==> config.mk <==
export PLATFORM = sky130hd
export DESIGN_NAME = dpu_pio_responder
export DESIGN_NICKNAME = d
export VERILOG_FILES = /design/src/rtl/dpu_pio_pkg.sv /design/src/rtl/dpu_pio_addr_decode.sv /design/src/rtl/dpu_pio_responder.sv
export SDC_FILE = /design/constraint.sdc
export NUM_CORES = 1
export LEC_CHECK = 0
export CORE_MARGIN = 8
export CORE_UTILIZATION = 48
export DETAILED_ROUTE_END_ITERATION = 7
export GPL_ROUTABILITY_DRIVEN = 0
export PLACE_DENSITY = 0.85
export SYNTH_ARGS = -nofsm -noshare
export SYNTH_HDL_FRONTEND = slang
export SYNTH_SLANG_ARGS = --single-unit
==> constraint.sdc <==
create_clock -name clk -period 4.2 [get_ports clk]
set_input_delay 0.63 -clock clk [delete_from_list [all_inputs] [get_ports clk]]
set_output_delay 0.63 -clock clk [all_outputs]
set_load 0.03 [all_outputs]
==> src/rtl/dpu_pio_pkg.sv <==
// Shared PIO definitions: command encodings, memory selects, FSM states and
// region-base helpers (also imported by the DMA bridge).
package dpu_pio_pkg;

  localparam logic [2:0] CMD_WR_BYTE  = 3'd0;
  localparam logic [2:0] CMD_RD_BYTE  = 3'd2;
  localparam logic [2:0] CMD_WR_SCALE = 3'd5;
  localparam logic [2:0] CMD_WR_DESC  = 3'd6;

  localparam logic [1:0] SEL_WEIGHT = 2'd0;
  localparam logic [1:0] SEL_BIAS   = 2'd1;
  localparam logic [1:0] SEL_FMAP   = 2'd2;

  typedef enum logic [2:0] {
    S_IDLE    = 3'd0,
    S_EXEC    = 3'd1,
    S_RD_WAIT = 3'd2,
    S_RSP     = 3'd3,
    S_GAP     = 3'd4
  } pio_state_t;

  function automatic int unsigned bias_base(input int unsigned max_wbuf);
    return max_wbuf;
  endfunction

  function automatic int unsigned fmap_base(input int unsigned max_wbuf,
                                            input int unsigned max_ch);
    return max_wbuf + max_ch * 4;
  endfunction

endpackage

==> src/rtl/dpu_pio_addr_decode.sv <==
// Flat PIO address -> region select, region-local offset and in-range flag.
module dpu_pio_addr_decode
  import dpu_pio_pkg::*;
#(
  parameter int unsigned ADDR_BITS  = 24,
  parameter int unsigned MAX_WBUF   = 147456,
  parameter int unsigned MAX_CH     = 256,
  parameter int unsigned FMAP_BYTES = 65536
) (
  input  logic [ADDR_BITS-1:0] i_cmd_addr,
  output logic [1:0]           o_mem_sel,
  output logic [ADDR_BITS-1:0] o_local_off,
  output logic                 o_in_range
);

  // One extra bit so base+size never wraps for large parameter choices.
  localparam logic [ADDR_BITS:0] BIAS_B = (ADDR_BITS+1)'(bias_base(MAX_WBUF));
  localparam logic [ADDR_BITS:0] FMAP_B = (ADDR_BITS+1)'(fmap_base(MAX_WBUF, MAX_CH));
  localparam logic [ADDR_BITS:0] END_B  = FMAP_B + (ADDR_BITS+1)'(FMAP_BYTES);

  logic [ADDR_BITS:0] w_addr;
  assign w_addr = {1'b0, i_cmd_addr};

  always_comb begin
    o_mem_sel   = SEL_WEIGHT;
    o_local_off = '0;
    o_in_range  = 1'b0;
    if (w_addr < BIAS_B) begin
      o_local_off = i_cmd_addr;
      o_in_range  = 1'b1;
    end else if (w_addr < FMAP_B) begin
      o_mem_sel   = SEL_BIAS;
      o_local_off = ADDR_BITS'(w_addr - BIAS_B);
      o_in_range  = 1'b1;
    end else if (w_addr < END_B) begin
      o_mem_sel   = SEL_FMAP;
      o_local_off = ADDR_BITS'(w_addr - FMAP_B);
      o_in_range  = 1'b1;
    end
  end

endmodule

==> src/rtl/dpu_pio_responder.sv <==
// PIO command responder: byte reads/writes into weight/bias/fmap memories plus
// scale and layer-descriptor register writes, with sticky error flags.
//   state     | meaning
//   S_IDLE    | cmd_ready high, waiting for a command
//   S_EXEC    | strobe for the accepted command is on the outputs
//   S_RD_WAIT | memory read data arrives, captured into rsp_data
//   S_RSP     | rsp_valid pulse
//   S_GAP     | dead cycle so a stale cmd_valid is not re-accepted
module dpu_pio_responder
  import dpu_pio_pkg::*;
#(
  parameter int unsigned ADDR_BITS  = 24,
  parameter int unsigned MAX_WBUF   = 147456,
  parameter int unsigned MAX_CH     = 256,
  parameter int unsigned FMAP_BYTES = 65536,
  parameter int unsigned DESC_BYTES = 64
) (
  input  logic                 clk,
  input  logic                 rst_n,
  input  logic                 cmd_valid,
  output logic                 cmd_ready,
  input  logic [2:0]           cmd_type,
  input  logic [ADDR_BITS-1:0] cmd_addr,
  input  logic [7:0]           cmd_data,
  output logic                 rsp_valid,
  output logic [7:0]           rsp_data,
  output logic [1:0]           mem_sel,
  output logic                 mem_en,
  output logic                 mem_we,
  output logic [ADDR_BITS-1:0] mem_addr,
  output logic [7:0]           mem_wdata,
  input  logic [7:0]           mem_rdata,
  output logic                 scale_we,
  output logic                 desc_we,
  output logic [9:0]           reg_addr,
  output logic [7:0]           reg_wdata,
  output logic                 err_addr,
  output logic                 err_cmd,
  input  logic                 err_clr,
  output logic                 busy
);

  localparam logic [ADDR_BITS:0] SCALE_LIM = (ADDR_BITS+1)'(MAX_CH * 4);
  localparam logic [ADDR_BITS:0] DESC_LIM  = (ADDR_BITS+1)'(DESC_BYTES);

  pio_state_t          r_state;
  logic [2:0]          r_type;
  logic                r_rd_hit;

  logic [1:0]          w_sel;
  logic [ADDR_BITS-1:0] w_off;
  logic                w_in_range;
  logic [ADDR_BITS:0]  w_addr_ext;
  logic                w_accept;
  logic                w_type_ok;
  logic                w_addr_ok;
  logic                w_err_addr_set;
  logic                w_err_cmd_set;

  dpu_pio_addr_decode #(
    .ADDR_BITS (ADDR_BITS),
    .MAX_WBUF  (MAX_WBUF),
    .MAX_CH    (MAX_CH),
    .FMAP_BYTES(FMAP_BYTES)
  ) u_decode (
    .i_cmd_addr (cmd_addr),
    .o_mem_sel  (w_sel),
    .o_local_off(w_off),
    .o_in_range (w_in_range)
  );

  assign cmd_ready  = (r_state == S_IDLE);
  assign busy       = (r_state != S_IDLE);
  assign w_accept   = cmd_valid && cmd_ready;
  assign w_addr_ext = {1'b0, cmd_addr};

  always_comb begin
    w_type_ok = 1'b1;
    w_addr_ok = 1'b0;
    case (cmd_type)
      CMD_WR_BYTE, CMD_RD_BYTE: w_addr_ok = w_in_range;
      CMD_WR_SCALE:             w_addr_ok = (w_addr_ext < SCALE_LIM);
      CMD_WR_DESC:              w_addr_ok = (w_addr_ext < DESC_LIM);
      default:                  w_type_ok = 1'b0;
    endcase
  end

  assign w_err_addr_set = w_accept && w_type_ok && !w_addr_ok;
  assign w_err_cmd_set  = w_accept && !w_type_ok;

  // Strobes are registered at the accept edge so they are visible in S_EXEC.
  always_ff @(posedge clk) begin
    if (!rst_n) begin
      r_state   <= S_IDLE;
      r_type    <= '0;
      r_rd_hit  <= 1'b0;
      rsp_valid <= 1'b0;
      rsp_data  <= '0;
      mem_sel   <= SEL_WEIGHT;
      mem_en    <= 1'b0;
      mem_we    <= 1'b0;
      mem_addr  <= '0;
      mem_wdata <= '0;
      scale_we  <= 1'b0;
      desc_we   <= 1'b0;
      reg_addr  <= '0;
      reg_wdata <= '0;
      err_addr  <= 1'b0;
      err_cmd   <= 1'b0;
    end else begin
      mem_en    <= 1'b0;
      mem_we    <= 1'b0;
      scale_we  <= 1'b0;
      desc_we   <= 1'b0;
      rsp_valid <= 1'b0;
      err_addr  <= w_err_addr_set || (err_addr && !err_clr);
      err_cmd   <= w_err_cmd_set  || (err_cmd  && !err_clr);
      case (r_state)
        S_IDLE: begin
          if (w_accept) begin
            r_type   <= cmd_type;
            r_rd_hit <= (cmd_type == CMD_RD_BYTE) && w_addr_ok;
            r_state  <= S_EXEC;
            if (w_addr_ok) begin
              case (cmd_type)
                CMD_WR_BYTE: begin
                  mem_en    <= 1'b1;
                  mem_we    <= 1'b1;
                  mem_sel   <= w_sel;
                  mem_addr  <= w_off;
                  mem_wdata <= cmd_data;
                end
                CMD_RD_BYTE: begin
                  mem_en   <= 1'b1;
                  mem_sel  <= w_sel;
                  mem_addr <= w_off;
                end
                CMD_WR_SCALE: begin
                  scale_we  <= 1'b1;
                  reg_addr  <= cmd_addr[9:0];
                  reg_wdata <= cmd_data;
                end
                CMD_WR_DESC: begin
                  desc_we   <= 1'b1;
                  reg_addr  <= cmd_addr[9:0];
                  reg_wdata <= cmd_data;
                end
                default: ;
              endcase
            end
          end
        end
        S_EXEC:    r_state <= (r_type == CMD_RD_BYTE) ? S_RD_WAIT : S_IDLE;
        S_RD_WAIT: begin
          rsp_data  <= r_rd_hit ? mem_rdata : 8'h00;
          rsp_valid <= 1'b1;
          r_state   <= S_RSP;
        end
        S_RSP:     r_state <= S_GAP;
        S_GAP:     r_state <= S_IDLE;
        default:   r_state <= S_IDLE;
      endcase
    end
  end

endmodule
* Yosys cells after proc, flatten, opt, wreduce, memory -nomap -nowiden
Cells that the tools add are included.
Widths: inputs -> output; s select.
** Storage, ports and cells
- Register bits after elaboration :: 74
- Output and inout bits :: 69
- Input port bits :: 47
- Word-level logic and storage cells :: 74
** Cells by class
- Muxes and demuxes :: 20
- Equality and inequality tests :: 8
- $add $sub $neg :: 2
- Reduce and logical (&&, ||, !) cells :: 23
- $lt $le $gt $ge :: 5
** Operator list (count)
- $lt 24x18->1 const B :: 3
- $mux 24 :: 3
- $sub 24x18->24 const B :: 2
- $lt 24x11->1 const B :: 1
- $lt 24x7->1 const B :: 1
- $reduce_and 4->1 :: 4
- $eq 3x2->1 const B :: 4
- $pmux 3 s4 :: 1
- $mux 1 :: 9
- $mux 2 :: 4
- $mux 8 :: 1
- $logic_and 1x1->1 :: 7
- $eq 3x3->1 const B :: 2
- $logic_not 3->1 :: 2
- $reduce_or 2->1 :: 2
- $reduce_or 4->1 :: 1
- $eq 3x1->1 const B :: 1
- $logic_not 1->1 :: 3
- $mux 3 :: 1
- $pmux 1 s3 :: 1
- $reduce_bool 3->1 :: 1
- $logic_or 1x1->1 :: 2
- $ne 2x1->1 const B :: 1
- $reduce_and 2->1 :: 1

* Depth between registers and ports, before layout
Gate-level depths: netlist of the first run.
- Word-level depth :: 8
- Depth in mapped cells :: 9
- Depth with buffers taken out :: 7

* Cells and area by module
Synthesis of the first run repeated with hierarchy kept, for this count alone.
** Second synthesis, totals
- Cell total of the unflattened synthesis :: 390
- Area total of the unflattened synthesis :: 3398.3 sq um
** By module, submodules not included
- dpu_pio_responder :: area an instance 2857.7 sq um, instances 1, cells each 309
- dpu_pio_addr_decode :: area an instance 540.5 sq um, instances 1, cells each 81

* Least setup slack after synthesis of the first run
OpenSTA, ideal clock, no wires.
- Kind :: in2reg
- Start point :: in cmd_addr[11]
- End point :: reg reg_addr[0]
- Required time :: 4.084 ns
- Setup slack :: 1.687 ns
- Path buffers :: 2
- Arrival time :: 2.397 ns
- Setup time :: 0.116 ns
- Stages :: 9
- Path through :: inv_1 -> ha_1 -> or3b_1 -> o21bai_1 -> a2111oi_2 -> buf_4 -> buf_8 -> mux2i_1 -> nor2b_1
** On the way
- Word-level cells in the longest chain between the ends :: 6
- Elaborated cells on any way between the ends :: 10
- Those cells by class :: order compare: 5; mux: 4; reduce/logical: 1
** RTL lines
- from (decl) :: RTL line dpu_pio_responder.sv:23 : input logic [ADDR_BITS-1:0] cmd_addr,
- $lt 24x18->1 :: RTL line dpu_pio_addr_decode.sv:35 : end else if (w_addr < END_B) begin
- $mux 1 :: RTL line dpu_pio_addr_decode.sv:35
- $mux 1 :: RTL line dpu_pio_addr_decode.sv:31 : end else if (w_addr < FMAP_B) begin
- $mux 1 :: RTL line dpu_pio_addr_decode.sv:28 : if (w_addr < BIAS_B) begin
- $pmux 1 s3 (*) :: RTL line dpu_pio_responder.sv:80 : case (cmd_type)
- $reduce_and 4->1 (no source line) (*)
- to (signal assigned) :: RTL line dpu_pio_responder.sv:140 : reg_addr <= cmd_addr[9:0];
- to (signal assigned) :: RTL line dpu_pio_responder.sv:145 : reg_addr <= cmd_addr[9:0];
- to (decl) :: RTL line dpu_pio_responder.sv:35 : output logic [9:0] reg_addr,
Every way passes the cells marked *; elsewhere a longest branch is shown, timed or not.
A chain may end at the register's enable or synchronous reset.

* Worst setup path in the final report of the first run
- Start point :: in cmd_addr[15]
- End point :: reg mem_addr[17]
** On the way
- Word-level cells in the longest chain between the ends :: 6
- Elaborated cells on any way between the ends :: 15
- Those cells by class :: add/sub: 2; order compare: 5; mux: 7; reduce/logical: 1
** RTL lines
- $lt 24x18->1 :: RTL line dpu_pio_addr_decode.sv:35
- $mux 1 :: RTL line dpu_pio_addr_decode.sv:35
- $mux 1 :: RTL line dpu_pio_addr_decode.sv:31
- $mux 1 :: RTL line dpu_pio_addr_decode.sv:28
- $pmux 1 s3 :: RTL line dpu_pio_responder.sv:80
- $reduce_and 4->1 (no source line)
- to (signal assigned) :: RTL line dpu_pio_responder.sv:130 : mem_addr <= w_off;
- to (signal assigned) :: RTL line dpu_pio_responder.sv:136 : mem_addr <= w_off;
- to (decl) :: RTL line dpu_pio_responder.sv:30 : output logic [ADDR_BITS-1:0] mem_addr,
Several ways; a longest one is shown, not always the timed one.

==> out/metrics.yaml, run 1 <==
hold_violations: 0
n_antenna_cell: 0
setup.worst_path.end_class: "register"
numClockSinks: 74
skew_ns: 0.0140
pin_count: 116
grt_pass1_wl_mm: 14.7
synth_top_cell_by_area: "dfxtp_1"
die_area_sq_um: 9680
slew_violations: 0
min_from: "mem_addr[8]$_SDFFE_PN0P_"
fmax_mhz: 309
initial_utilization_pct: 48.8
cp-startpoint: "cmd_addr[15]"
cts_max_level: 3
die_h_um: 98.4
status: "complete, no violations"
post_drt_via_cell_ratio: 5.31
vias: 2964
cp-start-kind: "input port"
routed_wirelength_mm: 9.10
core_sq_um: 6680
path_cells: "clkdlybuf4s50_1 > inv_1 > ha_1 > nor2_1 > nor3_2 > or3_1 > buf_4 > mux2_2 > o21ai_0"
fp-row-count: 30
synthesis.area_sq_um: 3260
pre_cts_slack_ns: 0.627
grt_max_degree: 74
finalNetCount: 524
cp.required_ns: 4.46
drc: 0
fillers: 536
slew_headroom_pct: 29.8
cts_hold_buf: 0
synth_top_area_share_pct: 45.5
avgRoutedWirePerCell_um: 16.3
synth_edf_count: 0
worst-path-buf-inv: 3
grt_util_all_layers_pct: 18.4
ys.flop_type: "dfxtp_1"
hold_ws_ns: 0.469
rsz0062_at_grt: "no"
cts_buffers: 9
ys_top_cells_by_area: "dfxtp_1, a21boi_0, nand2_1, mux2i_1, nor2b_1"
arrival_ns: 3.50
postRouteAntennaNets: 0
finalCriticalPeriod_ns: 3.24
peakVddDrop_uv: 319
setup_violations: 0
ys_seq_area_share_pct: 45.5
crit_slowest_cell: "or3_1"
drive_above_1_share_pct: 6.90
firstDrtPassIters: 4
cp_max_fo: 21
crit_cells: 9
clk_pin_slew_ns: 0.08
cts_tree: "done"
synth.distinct_cells: 53
dp_hpwl_mm: 6.92
reg2reg_depth: 6
grt_pass1_vias: 2956
min_period_over_period_pct: 77.2
crit-reg2reg-launch: "r_state[0]$_SDFFE_PN0P_"
post_cts_buffers: 0
synth_area_per_cell_sq_um: 9.03
fin_ws_ns: 0.959
post_cts_resize_count: 0
cts_root_buffer: "clkbuf_8"
io_buffers: 115
clk_latency_ns: 0.34
syn2layout_area_growth_pct: 43.1
cts_buffer_depth: 2
crit_type: "input port to register"
synthesis.nets: 412
antenna_found_initial: 0
tightestPinTransition_ns: 1.05
min_path_type: "register to register"
netlist_instances: 361
first_iter_violations: 69
max_stage_delay_ns: 0.65
ys_async_sr_fraction_pct: 0
max-cap-violations: 0
critPathTopFamily: "simple AND/OR/NAND/NOR gates"
whs_path_depth: 2
grt_overflow: 0
power_leakage_uw: 0.00156
setup_tns_ns: 0
yosysWarningCount: 0
die_w_um: 98.4
p_total_uw: 1390
synth_seq_cells: 74
p_per_area_nw_per_um2: 299
[sequential cells by signal, summed over array words and instances, names as in the netlist]
signal     cells
desc_we        1
err_addr       1
err_cmd        1
mem_addr      24
mem_en         1
mem_sel        2
mem_wdata      8
mem_we         1
r_rd_hit       1
r_state        3
r_type         3
reg_addr      10
reg_wdata      8
rsp_data       8
rsp_valid      1
scale_we       1
[power by group]
| group | leakage (uW) | total (uW) | internal, uW | switching (uW) |
|---|---|---|---|---|
| clock | 0.0000987 | 552 | 291 | 261 |
| sequential | 0.000597 | 708 | 705 | 3.19 |
| combinational | 0.000867 | 132 | 68.4 | 63.9 |
| total | 0.00156 | 1390 | 1060 | 329 |
[tightest hold or removal path, cell delays in order (launching register included)]
cell and delay [ns]:
dfxtp_1 0.31, nand2_1 0.05, a21boi_0 0.06
[kinds of logic after synthesis]
group                    share of synthesized area [%]
buffers and inverters                             3.30
AND/OR/NAND/NOR                                   26.0
XOR/XNOR                                          1.61
adder cells (fa/ha/maj)                           1.54
flip-flops                                        45.5
multiplexers                                      6.18
AO/OA/AOI/OAI                                     15.9
[synthesized netlist by cell type (2+ instances only)]
cell type / instances
dfxtp_1: 74
nand2_1: 65
a21boi_0: 34
nor2b_1: 21
mux2i_1: 19
o21ai_0: 17
nand3_1: 15
clkbuf_1: 13
nor2_1: 12
a21oi_1: 7
inv_1: 6
nand4_1: 5
nor3_1: 5
nor4_1: 5
ha_1: 4
nand2b_1: 4
a211oi_1: 3
and3_1: 3
or3_1: 3
xnor2_1: 3
xor2_1: 3
a21boi_1: 2
buf_2: 2
nor3_2: 2
nor3b_1: 2
nor4_2: 2
nor4b_4: 2
o21bai_1: 2
or2_2: 2
[layout by cell type (no fill, tap or decap), types with 3 or more instances in the layout]
cell type	count
nand4_1	5
inv_1	6
xnor2_1	3
nor2_1	12
buf_4	4
clkdlybuf4s50_1	114
or3_1	3
a21boi_0	34
dfxtp_1	74
a21oi_1	7
clkbuf_8	10
nand3_1	15
nand2b_1	4
nor4_1	5
and3_1	3
o21ai_0	17
nor2b_1	21
nor3_1	5
nand2_1	65
a211oi_1	3
mux2i_1	19
xor2_1	3
ha_1	4
[layer usage]
layer	part of all wire [%]	vias to the layer above	track usage, %
met2	51	92	32.2
met4	0.86	0	5.55
li1	-	1483	-
met1	42	1383	21.0
met3	6.1	6	5.33
met5	0	-	0
[cell type report]
cell class              instances  area (sq um)  area share (%)
multi-input cells             263          1680            36.1
flip-flops and latches         74          1480            31.8
repair buffers                119          1180            25.2
clock buffers                  10           138            2.95
well taps                      80           100            2.15
clock inverters                 6          63.8            1.37
inverters                       6          22.5           0.483
[final timing paths]
check	endpoint	slack (ns)
worst max-delay path	mem_addr[17]$_SDFFE_PN0P_	0.96
worst min-delay path	mem_addr[8]$_SDFFE_PN0P_	0.47
worst max register to register	mem_addr[17]$_SDFFE_PN0P_	1.71
worst min register to register	mem_addr[8]$_SDFFE_PN0P_	0.47
[metrics by stage]
step	cells	instance area, sq um	utilization (%)
final	558	4660	69.8
after global routing	558	4660	69.8
after CTS	558	4660	69.8
after detailed placement	542	4460	66.8
after global placement	542	4460	66.8
after floorplan	361	3260	-
(Power assumes the default switching activity.)
==> run 2, diff against run 1 <==
--- a/config.mk
+++ b/config.mk
@@ -6,10 +6,10 @@
 export NUM_CORES = 1
 export LEC_CHECK = 0
 export CORE_MARGIN = 8
-export CORE_UTILIZATION = 48
+export CORE_UTILIZATION = 45
 export DETAILED_ROUTE_END_ITERATION = 7
 export GPL_ROUTABILITY_DRIVEN = 0
-export PLACE_DENSITY = 0.85
+export PLACE_DENSITY = 0.8
 export SYNTH_ARGS = -nofsm -noshare
 export SYNTH_HDL_FRONTEND = slang
 export SYNTH_SLANG_ARGS = --single-unit
==> constraint.sdc (replaced) <==
create_clock -name clk -period 3.3 [get_ports clk]
set_input_delay 0.495 -clock clk [delete_from_list [all_inputs] [get_ports clk]]
set_output_delay 0.495 -clock clk [all_outputs]
set_load 0.03 [all_outputs]
==> out/metrics.yaml, run 2 (synthesis results as in run 1) <==
status: "complete, no violations"
post_drt_via_cell_ratio: 5.25  # -1.1%
syn2layout_area_growth_pct: 45.1
top_layer_used: "met4"
dr_wl_met2_mm: 4.56  # -1.7%
dp_hpwl_mm: 7.10  # +2.5%
drive_above_1_share_pct: 8.23  # +1.3 points
vias: 3072  # +3.6%
peakVddDrop_uv: 289  # -9.5%
finalCriticalPeriod_ns: 2.66
final_common_cell: "clkdlybuf4s50_1"
largest_reg_flops: 24  # unchanged
p_per_area_nw_per_um2: 358  # +20%
initial_utilization_pct: 45.7  # -3.1 points
post_cts_resize_count: 0  # unchanged
skew_ns: 0.00774  # -0.00623 ns
antenna_found_initial: 0  # unchanged
grt_pass1_vias: 3049  # +3.1%
postRouteAntennaNets: 0  # unchanged
first_iter_violations: 72  # +4.3%
die_area_sq_um: 10200  # +5.6%
p_total_uw: 1690  # +21%
die_h_um: 101  # +2.7%
io_buffers: 115  # unchanged
tightestPinTransition_ns: 0.813  # -0.240 ns
fp-row-count: 31  # +3.3%
slew_violations: 0  # unchanged
cts_hold_buf: 0  # unchanged
crit_type: "input port to register"
cts_tree: "done"
met1_length_mm: 3.88  # +1.2%
hold_violations: 0  # unchanged
die_w_um: 101  # +2.7%
numClockSinks: 74  # unchanged
clk_pin_slew_ns: 0.08  # about the same
setup_violations: 0  # unchanged
post_cts_buffers: 0  # unchanged
cp-start-kind: "input port"
cp_max_fo: 10  # -52%
grt_overflow: 0  # unchanged
setup_tns_ns: 0  # unchanged
cp.required_ns: 3.56  # -0.90 ns
avgRoutedWirePerCell_um: 16.0  # -2.0%
hold_ws_ns: 0.462  # -0.00748 ns
cts_root_buffer: "clkbuf_8"
cts_buffer_depth: 2  # unchanged
final_core_util_pct: 66.3  # -3.5 points
cts_max_level: 3  # unchanged
whs_path_depth: 2  # unchanged
wl_met3_um: 737  # +33%
grt_pass1_wl_mm: 14.9  # +1.5%
power_leakage_uw: 0.00159  # +1.6%
min_period_over_period_pct: 80.6
pin_count: 116  # unchanged
setup.worst_path.end_class: "register"
reg2reg_depth: 5  # -1
firstDrtPassIters: 4  # unchanged
final_cell_mix: "clkdlybuf4s50_1, dfxtp_1, nand2_1, a21boi_0, nor2b_1"
routed_wirelength_mm: 9.35  # +2.7%
max-cap-violations: 0  # unchanged
n_antenna_cell: 0  # unchanged
grt_max_degree: 48  # -35%
fmax_mhz: 376
regMostFlops: "mem_addr"
core_sq_um: 7140  # +6.8%
finalNetCount: 532  # +1.5%
arrival_ns: 2.91  # -0.59 ns
grt_util_all_layers_pct: 18.2  # -0.15 points
min_path_type: "register to register"
reg_top3: "mem_addr: 24 flops, reg_addr: 10 flops"
cts_buffers: 9  # unchanged
slew_headroom_pct: 45.1  # +15 points
clk_latency_ns: 0.34  # about the same
rsz0062_at_grt: "no"
drc: 0  # unchanged
run 2: cell count changes in the layout (fill, tap and decap cells not counted):
cell and change:
buf_4 +7, buf_12 +1, bufinv_16 -1, clkbuf_1 +1, clkbuf_8 -1, clkinv_4 +1
run 2: power by group:
| group | total, uW | switching [uW] | internal (uW) | leakage (uW) |
|---|---|---|---|---|
| clock | 615 | 341 | 274 | 0.0000827 |
| sequential | 901 | 3.86 | 898 | 0.000597 |
| combinational | 174 | 83.4 | 91.0 | 0.000907 |
| total | 1690 | 428 | 1260 | 0.00159 |
run 2: final timing paths:
kind	from	endpoint	slack [ns]
hold reg to reg	r_type[0]$_SDFFE_PN0P_	r_type[0]$_SDFFE_PN0P_	0.46
setup reg to reg	r_state[0]$_SDFFE_PN0P_	mem_sel[0]$_SDFFE_PN0P_	1.22
setup / recovery	cmd_addr[10]	mem_wdata[3]$_SDFFE_PN0P_	0.64
hold / removal	r_type[0]$_SDFFE_PN0P_	r_type[0]$_SDFFE_PN0P_	0.46
run 2: cell type report:
cell class | count | area [sq um]
Clock inverter | 6 | 42.5
Multi-Input combinational cell | 263 | 1680
Clock buffer | 10 | 128
Tap cell | 99 | 124
Fill cell | 626 | 2410
Sequential cell | 74 | 1480
Inverter | 6 | 22.5
Timing Repair Buffer | 127 | 1250
run 2: critical path, cell delays in order:
cell and delay, ns:
clkdlybuf4s50_1 0.55, inv_1 0.06, ha_1 0.22, nor4b_4 0.15, nor3_2 0.48, or3_1 0.41
buf_4 0.25, o21ai_0 0.09, a21boi_0 0.20
run 2: per-layer routing:
layer,GRT usage [%],vias up
li1,-,1509
met1,21.1,1432
met2,30.6,116
met3,5.39,15
met4,7.22,0
met5,0,-
run 2: metrics by stage:
step / instance area [sq um] / cells / setup WS (ns)
floorplan: 3260 / 361 / 0.922
global placement: 4560 / 569 / 0.410
detailed placement: 4560 / 569 / 0.282
CTS: 4730 / 585 / 0.652
global route: 4730 / 585 / 0.433
finish: 4730 / 585 / 0.642
